[config.mk]
export PLATFORM = sky130hd
export DESIGN_NAME = imm_extend_pipe
export DESIGN_NICKNAME = d
export VERILOG_FILES = /design/src/rtl/imm_ext_pkg.sv /design/src/rtl/imm_ext_core.sv /design/src/rtl/imm_extend_pipe.sv
export SDC_FILE = /design/constraint.sdc
export NUM_CORES = 1
export LEC_CHECK = 0
export CAP_MARGIN = 20
export CORE_MARGIN = 8
export CORE_UTILIZATION = 60
export DETAILED_ROUTE_END_ITERATION = 8
export PLACE_DENSITY = 0.92
export SYNTH_ARGS = -nofsm -noshare
export SYNTH_HDL_FRONTEND = slang
export SYNTH_SLANG_ARGS = --single-unit
[constraint.sdc]
create_clock -name clock -period 6.35 [get_ports clock]
set_input_delay 1.27 -clock clock [delete_from_list [all_inputs] [get_ports clock]]
set_output_delay 1.27 -clock clock [all_outputs]
set_load 0.03 [all_outputs]
[src/rtl/imm_ext_pkg.sv]
// Shared widths, mode encodings and helpers for the pipelined immediate extender.
package imm_ext_pkg;

    localparam int unsigned IMM_IN_W   = 27;
    localparam int unsigned IMM_OUT_W  = 32;
    localparam int unsigned IMM_SH_W   = 5;
    localparam int unsigned IMM_BITS_W = 5;

    typedef enum logic [1:0] {
        IMM_SEXT     = 2'b00,
        IMM_ZEXT     = 2'b01,
        IMM_SEXT_SHL = 2'b10,
        IMM_RSVD     = 2'b11
    } imm_mode_t;

    // True for the mode whose result is left-shifted in the second stage.
    function automatic logic imm_is_shift(input imm_mode_t mode);
        return mode == IMM_SEXT_SHL;
    endfunction

endpackage

[src/rtl/imm_ext_core.sv]
// Stage-1 combinational logic: clamp the field width, mask the raw field, then sign- or zero-extend it.
module imm_ext_core
    import imm_ext_pkg::*;
#(
    parameter int unsigned IN_W  = IMM_IN_W,
    parameter int unsigned OUT_W = IMM_OUT_W
) (
    input  logic [IN_W-1:0]       data,
    input  logic [IMM_BITS_W-1:0] bits,
    input  imm_mode_t             mode,
    output logic [OUT_W-1:0]      ext_data_c,
    output logic                  ext_err_c
);

    logic                  range_err;
    logic [IMM_BITS_W-1:0] eff_bits;
    logic [IN_W-1:0]       keep;
    logic [IN_W-1:0]       masked;
    logic                  sign;

    // A zero or oversized width falls back to the full field and flags the result.
    assign range_err = (bits == '0) || (32'(bits) > IN_W);
    assign eff_bits  = range_err ? IMM_BITS_W'(IN_W) : bits;

    assign keep   = ~({IN_W{1'b1}} << eff_bits);
    assign masked = data & keep;
    assign sign   = |(data & (IN_W'(1) << (eff_bits - IMM_BITS_W'(1))));

    always_comb begin
        ext_data_c = '0;
        ext_err_c  = range_err;
        case (mode)
            IMM_SEXT, IMM_SEXT_SHL: begin
                ext_data_c = sign ? (OUT_W'(masked) | ~OUT_W'(keep)) : OUT_W'(masked);
            end
            IMM_ZEXT: begin
                ext_data_c = OUT_W'(masked);
            end
            default: begin
                ext_data_c = '0;
                ext_err_c  = 1'b1;
            end
        endcase
    end

endmodule

[src/rtl/imm_extend_pipe.sv]
// Two-stage valid/ready immediate extender: stage 1 masks/extends, stage 2 shifts and holds the result.
// Optional feature macro IMM_EXT_OVF_EN adds the out_ovf shift-overflow flag.
module imm_extend_pipe
    import imm_ext_pkg::*;
#(
    parameter int unsigned IN_W  = IMM_IN_W,
    parameter int unsigned OUT_W = IMM_OUT_W,
    parameter int unsigned SH_W  = IMM_SH_W
) (
    input  logic                  clock,
    input  logic                  reset_n,
    input  logic                  in_valid,
    output logic                  in_ready,
    input  logic [IN_W-1:0]       in_data,
    input  logic [IMM_BITS_W-1:0] in_bits,
    input  logic [1:0]            in_mode,
    input  logic [SH_W-1:0]       in_shamt,
    output logic                  out_valid,
    input  logic                  out_ready,
    output logic [OUT_W-1:0]      out_data,
    output logic                  out_err
`ifdef IMM_EXT_OVF_EN
    ,
    output logic                  out_ovf
`endif
);

    imm_mode_t          mode;
    logic [OUT_W-1:0]   ext_data_c;
    logic               ext_err_c;

    logic               s1_valid;
    logic [OUT_W-1:0]   s1_data;
    logic               s1_err;
    logic               s1_shl;
    logic [SH_W-1:0]    s1_shamt;

    logic               s1_adv;
    logic               s2_adv;
    logic [OUT_W-1:0]   shifted_c;

    assign mode = imm_mode_t'(in_mode);

    imm_ext_core #(
        .IN_W  (IN_W),
        .OUT_W (OUT_W)
    ) u_core (
        .data       (in_data),
        .bits       (in_bits),
        .mode       (mode),
        .ext_data_c (ext_data_c),
        .ext_err_c  (ext_err_c)
    );

    // No skid buffer: acceptance depends combinationally on downstream ready.
    assign s2_adv   = !out_valid || out_ready;
    assign s1_adv   = !s1_valid || s2_adv;
    assign in_ready = s1_adv;

`ifdef IMM_EXT_OVF_EN
    localparam int unsigned WIDE_W = 2 * OUT_W;

    logic [WIDE_W-1:0] wide;
    logic [OUT_W-1:0]  spill;
    logic [OUT_W-1:0]  spill_mask;
    logic              ovf_c;

    // Bits pushed above OUT_W-1 must all match the result sign, otherwise the value overflowed.
    assign wide       = WIDE_W'(s1_data) << s1_shamt;
    assign shifted_c  = s1_shl ? wide[OUT_W-1:0] : s1_data;
    assign spill      = wide[WIDE_W-1:OUT_W];
    assign spill_mask = ~({OUT_W{1'b1}} << s1_shamt);
    assign ovf_c      = s1_shl && |((spill ^ {OUT_W{wide[OUT_W-1]}}) & spill_mask);
`else
    assign shifted_c  = s1_shl ? (s1_data << s1_shamt) : s1_data;
`endif

    // Stage 1 register: extended value plus what stage 2 needs to finish it.
    always_ff @(posedge clock or negedge reset_n) begin
        if (!reset_n) begin
            s1_valid <= 1'b0;
            s1_data  <= '0;
            s1_err   <= 1'b0;
            s1_shl   <= 1'b0;
            s1_shamt <= '0;
        end else if (s1_adv) begin
            s1_valid <= in_valid;
            if (in_valid) begin
                s1_data  <= ext_data_c;
                s1_err   <= ext_err_c;
                s1_shl   <= imm_is_shift(mode);
                s1_shamt <= in_shamt;
            end
        end
    end

    // Stage 2 register doubles as the output holding register.
    always_ff @(posedge clock or negedge reset_n) begin
        if (!reset_n) begin
            out_valid <= 1'b0;
            out_data  <= '0;
            out_err   <= 1'b0;
`ifdef IMM_EXT_OVF_EN
            out_ovf   <= 1'b0;
`endif
        end else if (s2_adv) begin
            out_valid <= s1_valid;
            if (s1_valid) begin
                out_data <= shifted_c;
                out_err  <= s1_err;
`ifdef IMM_EXT_OVF_EN
                out_ovf  <= ovf_c;
`endif
            end
        end
    end

endmodule

# [After elaboration in Yosys (flattened, before gate mapping)]
# Cells that the tools add are included.
[word_totals] ff_bits=74 wordCells=37 out_inout_bits=35
[op_classes] add_sub_neg=1 n_eq_ne=2 magnitude_cmp=1 n_mux=5 n_shift=3 reduce_logical=12 bitwise_logic=5
[ops] cell="32-bit 2-to-1 mux" count=2
[ops] cell="32-bit case mux with 2 select lines" count=1
[ops] cell="27-bit bitwise AND" count=2
[ops] cell="27-bit NOT with 32-bit output" count=1
[ops] cell="27-bit by 32-bit OR with 32-bit output" count=1
[ops] cell="32-bit by 5-bit << shifter with 32-bit output" count=1
[ops] cell="27-bit NOT" count=1
[ops] cell="27-bit OR reduction" count=1
[ops] cell="1-bit by 5-bit << shifter with 27-bit output, first input constant" count=1
[ops] cell="27-bit by 5-bit << shifter with 27-bit output, first input constant" count=1
[ops] cell="5-bit > comparator, second input constant" count=1
[ops] cell="5-bit zero test" count=1
[ops] cell="5-bit 2-to-1 mux" count=1
[ops] cell="5-bit by 1-bit subtractor with 5-bit output, second input constant" count=1
[ops] cell="2-bit AND reduction" count=2
[ops] cell="1-bit logical OR" count=3
[ops] cell="3-bit OR reduction" count=1
[ops] cell="2-bit by 1-bit equality test with 1-bit output, second input constant" count=1
[ops] cell="2-bit equality test, second input constant" count=1
[ops] cell="1-bit zero test" count=2
[ops] cell="2-bit zero test" count=1
[ops] cell="2-bit OR reduction" count=1
[ops] cell="1-bit 2-to-1 mux" count=1

# [Depth between registers and ports, before layout]
# Gate-level depths: netlist (run 1).
[logic_depth] ltp_word=9 ltp_mapped=14 ltp_nobuf=10

# [Modules after synthesis]
# A second synthesis (run 1) with hierarchy kept.
[unflattened] hier_cells=655 hier_area_um2=6060.8
[by_module_without_submodules] mod="imm_extend_pipe" cells_each=454 n_inst=1 area_each_um2=4833.4
[by_module_without_submodules] mod="imm_ext_core" cells_each=201 n_inst=1 area_each_um2=1227.4

# [Worst setup path before layout (run 1)]
# Ideal clock, no wire load.
[synth_path] path_kind="input-to-reg" from="in in_bits[3]" to="reg s1_data[17]" arrival_ns=3.858 cell_stages=14 setup_slack_ns=2.400 n_path_buf=4 required_time_ns=6.258 path_cell_list="clkbuf_1 > clkbuf_1 > nand2_1 > nand2_1 > inv_1 > ha_1 > buf_2 > a21oi_1 > a2111o_1 > a41oi_1 > and3_1 > a41oi_2 > buf_6 > o31ai_2"
[synth_between] elab_chain_len=9
[synth_lines] item="from (decl)" line="imm_extend_pipe.sv:15" source="input logic [IMM_BITS_W-1:0] in_bits,"
[synth_lines] item="5-bit > comparator or 5-bit zero test (tied branches)" line="imm_ext_core.sv:22" source="assign range_err = (bits == '0) || (32'(bits) > IN_W);"
[synth_lines] item="1-bit logical OR" line="imm_ext_core.sv:22"
[synth_lines] item="5-bit 2-to-1 mux (*)" line="imm_ext_core.sv:23" source="assign eff_bits = range_err ? IMM_BITS_W'(IN_W) : bits;"
[synth_lines] item="5-bit by 1-bit subtractor with 5-bit output or 27-bit by 5-bit << shifter with 27-bit output (tied branches)" line="imm_ext_core.sv:27, imm_ext_core.sv:25"
[synth_lines] item="1-bit by 5-bit << shifter with 27-bit output or 27-bit NOT (tied branches)" line="imm_ext_core.sv:27, imm_ext_core.sv:25"
[synth_lines] item="27-bit bitwise AND (tied with other cells)" line="imm_ext_core.sv:27" source="assign sign = |(data & (IN_W'(1) << (eff_bits - IMM_BITS_W'(1))));"
[synth_lines] item="27-bit OR reduction or 27-bit by 32-bit OR with 32-bit output (tied branches)" line="imm_ext_core.sv:27, imm_ext_core.sv:34"
[synth_lines] item="32-bit 2-to-1 mux" line="imm_ext_core.sv:34" source="ext_data_c = sign ? (OUT_W'(masked) | ~OUT_W'(keep)) : OUT_W'(masked);"
[synth_lines] item="32-bit case mux with 2 select lines (*)" line="imm_ext_core.sv:32" source="case (mode)"
[synth_lines] item="to (signal assigned)" line="imm_extend_pipe.sv:89" source="s1_data <= ext_data_c;"
[synth_lines] item="to (decl)" line="imm_extend_pipe.sv:33" source="logic [OUT_W-1:0] s1_data;"
# Every way passes the cells marked *; elsewhere a longest branch is shown, timed or not.
# A chain may end at the register's enable or synchronous reset.

# [Worst setup path after layout (run 1)]
[layout_path] from="in in_bits[3]" to="reg s1_data[25]"
# The elaborated chain is that of the path after synthesis.

==> results of run 1 <==
[worst min path at each step]
stage / from / endpoint / slack (ns) / cells after the start
finish: out_data[0] / out_data[0] / 0.48 / 2
global route: out_data[0] / out_data[0] / 0.52 / 2
CTS: out_data[0] / out_data[0] / 0.49 / 2
detailed placement: out_data[0] / out_data[0] / 0.47 / 2
global placement: out_data[0] / out_data[0] / 0.45 / 2
floorplan: s1_err / out_err / 0.44 / 2
[per-stage QoR]
step	hold WS [ns]	area [µm²]
after floorplan	0.4395	5300
after global placement	0.4532	6047
after detailed placement	0.4689	6047
after CTS	0.4866	6261
after global routing	0.5215	6261
final	0.4840	6261
[cell usage in the layout, fill, tap and decap left out, types with 4 or more instances in the layout]
master	count
nand2b_1	11
dfrtp_1	69
mux4_2	20
a22oi_1	4
a21oi_1	24
nor2_1	46
nor3_1	8
a221oi_1	10
or3_1	5
mux2_2	12
a21o_1	4
and2_1	5
a32oi_1	25
nand2_1	56
a211oi_1	10
o211ai_1	8
o21ai_0	27
mux2i_1	45
nand3b_1	9
o31ai_2	7
nand3_1	5
clkdlybuf4s50_1	76
inv_1	12
a31oi_1	5
o21ai_1	36
clkbuf_8	9
o31ai_1	4
buf_4	10
[power by group]
group          switching [µW]  internal [µW]
combinational             490            370
clock                     179            221
sequential                114            537
[kinds of logic after synthesis]
family                   count (synthesis)  synth area share
XOR/XNOR                                 3          0.004958
AND/OR/NAND/NOR                        163            0.1471
buffers and inverters                   65           0.05335
flip-flops                              70            0.3305
multiplexers                            80            0.2018
adder cells (fa/ha/maj)                  2          0.004721
AO/OA/AOI/OAI                          194            0.2576
[layer usage]
metal,up-vias,share of wire,track usage
met5,-,0,0
met3,63,0.092,0.05872
met1,2499,0.39,0.3468
met4,0,0.047,0.1659
li1,2310,-,-
met2,325,0.47,0.4623
[cell type report]
cell class                      instances  share of cell area
Sequential cell                        70              0.2800
Tap cell                              108             0.02158
Multi-Input combinational cell        442              0.5216
Clock inverter                          6             0.01379
Inverter                               14            0.008393
Clock buffer                           10             0.02038
Timing Repair Buffer                   87              0.1343
[worst max-delay path, cell delays in order]
cell and delay, ns:
clkdlybuf4s50_1 0.83, and3_4 0.42, nor2_1 0.10, nand2_1 0.10
ha_1 0.64, mux2i_1 0.13, or4_1 0.40, a41oi_1 0.26
and3_1 0.23, a41oi_2 0.04, buf_4 0.24, o31ai_2 0.25
[state kept, by name (all words and copies together) (netlist names)]
signal     flops
out_data      32
s1_data       28
s1_shamt       5
out_err        1
out_valid      1
s1_err         1
s1_shl         1
s1_valid       1
==> metrics.txt, run 1 <==
status finished clean; endpoints failing setup 0; antenna violations before repair 0; min Tclk post-route roughly 4.7 ns; GPL Wtd Cong 1.014; CTS tree built; #FFs+latches synth 70; startpoint types input port; CTS Hold Buffers Added 0; crit path from in_bits[3]; Max Slew Vio Count 0; root buf cell clkbuf_8; Critical Path End s1_data[25]; Post CTS Setup Buffer Count 0; Die Y 110.0 µm; Crit Reg-Reg Startpoint s1_shamt[0]; first-pass GRT wire length 26,950 µm; Seq. cell area approximately 0.0018 mm²; Max Cap Violations 0; yosys warns 0; clk buf depth 2; Final nets 669; largest net degree at the start of global routing 71; reg2reg path depth 7; Worst EP arrival 4.93 ns; Final Hold Viols 0; Iteration-0 DRC Markers between 300 and 400; dominant cell type by area after synthesis dfrtp_1; WL final 16,940 µm; # rows 34; Post-synth EDFFs 0; core area 0.008636 mm²; Max-slew headroom 0.4282; fraction of layout cells with a size suffix above 1 0.1192; Initial Util 0.6137; Final Skew 0.01217 ns; H-tree levels 3; Multi-input gate area 0.003266 mm²; count leader, synth dfrtp_1; capturing point of the worst reg2reg path out_data[29]; Clock Sink Count 70; Crit. End Element flip-flop; Pwr Total around 1900 µW; Skew-Pair Late Insertion Delay around 0.35 ns; pwr/cell area 305.1 mW/mm²; Final Non-Filler Cells ~740; Syn Inst Count 577; top post-synthesis cells by count 70 x dfrtp_1, 56 x nand2_1, 46 x nor2_1; WP data required around 6.6 ns; RSZ-0062 raised after global routing false; fillers about 670; I/O Pins 78; Static Leak 0.002511 µW; ys flop type dfrtp_1; class of the worst hold path reg2reg; GRT Util Overall 0.2856; number of global-route vias before repair 5,183; global route total overflow 0; DRC Markers 0; Yosys cell types 64; Syn-to-layout area delta 18.13%; ys async rst share 1.000; Yosys top cell area share 0.3305; antenna cell count 0; DP Worst Slack 1.358 ns; hpwl dp 12,730 µm; DP Cell Count 721; Post-CTS Resized 0; Vias 5,197; Reg2Reg Setup Slack 3.63 ns; crit-path max FO 24; Period Utilization, post-route 0.7356; largest vdd supply drop 0.1573 mV; Synth Cell Area 0.005300 mm²; total CTS buffers 9; Net Count, Synth 622; Via density 7.052; Die Area approximately 0.012 mm²; setup tns final 0 ns; # port buffers 77; final core occ 0.7250; Chip Width 110.0 µm; antenna viol nets, final 0; Avg Inst Size Synth approximately 9.2 µm²; Slew @ Worst Pin 0.8577 ns; slack of the critical path about 1.7 ns; wire per inst 22.99 µm; DR pass1 iterations 5; FMAX 214.1 MHz; largest cells by area after synthesis dfrtp_1 33%, mux2i_1 8.5%, mux4_2 8.5%; CP Class in2reg; clock slew at reported path FFs about 0.080 ns; Seq/Total Area, Yosys 0.3305
Note: power is estimated with default switching activity, not from simulation.
==> inputs of run 2 (changes only) <==
Settings changed: CORE_UTILIZATION 60 to 56, PLACE_DENSITY 0.92 to 0.87.
Clock period 6.35 ns to 4.8 ns, I/O delays scaled along.
==> run 2 against run 1 <==
  * Die area rose by 6.1%
  * Worst hold slack lost 0.012 ns
  * Cell count up 1.4%
  * Clock-buffer cell count up 1
  * Utilization fell by 3.8 points
  * Non-clock buffer count rose by 7
  * Cell area is 0.94% higher
  * Clock skew increased by 0.0012 ns
  * Critical endpoint is now s1_data[16]
==> metrics.txt, run 2 (synthesized netlist as in run 1, its figures left out) <==
status finished clean; CTS Hold Buffers Added 0; Chip Width approximately 110 µm; Clock Sink Count 70; combinational share of power 0.441; GRT Util Overall 0.2700; core area roughly 0.0092 mm²; Worst EP arrival 4.15 ns; Final Hold Viols 0; Die Y 113.3 µm; WP data required just over 5 ns; Placed Area 0.006103 mm²; Worst Hold End out_data[0]; crit-path max FO 21; Max Slew Vio Count 0; root buf cell clkbuf_8; Iteration-0 DRC Markers 361; WL final 16,990 µm; DRC Markers 0; Initial Util 0.5763; capturing point of the worst reg2reg path out_data[31]; Crit Reg-Reg Startpoint s1_shamt[0]; max reg flops 32; commonest non-fill, non-tap cell in the layout clkdlybuf4s50_1; CTS tree built; final instance area approximately 0.0063 mm²; Reg2Reg Setup Slack 1.89 ns; Final Skew around 0.013 ns; global route total overflow 0; Regs by FF count out_data: 32 flops, s1_data: 28 flops, s1_shamt: 5 flops; hold depth 2; wire per inst 22.75 µm; Period Utilization, post-route 0.8095; startpoint types input port; Top reg by flops out_data; pwr/cell area around 400 mW/mm²; Skew-Pair Late Insertion Delay 0.37 ns; I/O Pins 78; Syn-to-layout area delta 19.24%; # port buffers 77; GPL Wtd Cong 0.9813; Static Leak 0.002542 µW; HP Start out_data[0]; # rows 35; fillers 760; Max Cap Violations 0; Post-CTS Resized 0; Final nets 676; clock share of power 0.211; power share of the sequential group 0.349; hpwl dp 13,010 µm; first-pass GRT wire length ~27,000 µm; min Tclk post-route between 3 and 4 ns; DR pass1 iterations 5; total CTS buffers 9; number of global-route vias before repair 5,136; class of the worst hold path reg2reg; RSZ-0062 raised after global routing false; reg2reg path depth 7; Die Area 0.01283 mm²; largest net degree at the start of global routing 39; P_int 1500 µW; Crit. End Element flip-flop; FMAX between 200 and 300 MHz; Max-slew headroom 0.4021; setup tns final 0 ns; clock slew at reported path FFs 0.08 ns; commonest cells after routing, fill and taps aside 76 x clkdlybuf4s50_1, 69 x dfrtp_1, 56 x nand2_1, 46 x nor2_1, 45 x mux2i_1; fraction of layout cells with a size suffix above 1 0.1274; antenna violations before repair 0; H-tree levels 3; endpoints failing setup 0; CP Class in2reg; clk buf depth 2; DP Cell Count 731; Net Sw Frac 0.4065; antenna viol nets, final 0; largest vdd supply drop 0.1663 mV; Post CTS Setup Buffer Count 0; Via density 6.937; Vias between 5,000 and 6,000; switching pwr just over 1000 µW; Slew @ Worst Pin ~0.9 ns; Final Non-Filler Cells 747; antenna cell count 0
## run 2: cell count changes in the layout (fill, tap and decap cells not counted)
cell	change
clkbuf_1	+1
clkinv_2	-2
clkinv_4	+1
buf_4	+7
## run 2: metal layers
metal | track usage | up-vias | share of wire | wire length, µm
li1 | - | 2325 | - | -
met1 | 0.3264 | 2452 | 0.38 | 6539
met4 | 0.1679 | 0 | 0.051 | 868
met5 | 0 | - | 0 | 0
met3 | 0.05964 | 77 | 0.094 | 1594
met2 | 0.4302 | 328 | 0.47 | 7990
## run 2: power groups by stage
stage	sequential [µW]	combinational [µW]	clock [µW]
2_1_floorplan	948	642	0
3_5_place_dp	887	1100	0
5_1_grt	899	1200	560
3_3_place_gp	879	1090	0
6_report	881	1110	533
4_1_cts	876	1110	537
## run 2: layout make-up
cell class                 count  area [µm²]  area share
inverter                      14       52.55    0.008315
multi-input combinational    442        3266      0.5167
timing repair buffer          94       893.4      0.1414
sequential                    70        1753      0.2774
clock buffer                  11       131.4     0.02079
tap                          111       138.9     0.02198
clock inverter                 5       85.08     0.01346
## run 2: worst max path at each step
stage,from,endpoint,slack [ns]
floorplan,in_bits[3],s1_data[17],1.16
global placement,in_bits[2],s1_data[16],0.65
detailed placement,in_bits[2],s1_data[16],0.56
CTS,in_bits[2],s1_data[16],0.93
global route,in_bits[2],s1_data[16],0.66
finish,in_bits[2],s1_data[16],0.91
## run 2: through the flow
stage	hold slack, ns	setup slack, ns	power [µW]	util
floorplan	0.4395	1.160	1589	-
finish	0.4722	0.9143	2527	0.6872
global placement	0.4528	0.6523	1968	0.6637
global route	0.5109	0.6646	2654	0.6872
CTS	0.4779	0.9331	2521	0.6872
detailed placement	0.4605	0.5631	1990	0.6637
## run 2: worst max-delay path, stage by stage
cell	delay (ns)
clkdlybuf4s50_1	0.74
and3_4	0.31
nor2_1	0.05
nand2_1	0.13
ha_1	0.35
mux2i_1	0.15
or4_1	0.41
a41oi_1	0.26
and3_1	0.23
a41oi_2	0.05
buf_4	0.24
o31ai_1	0.26
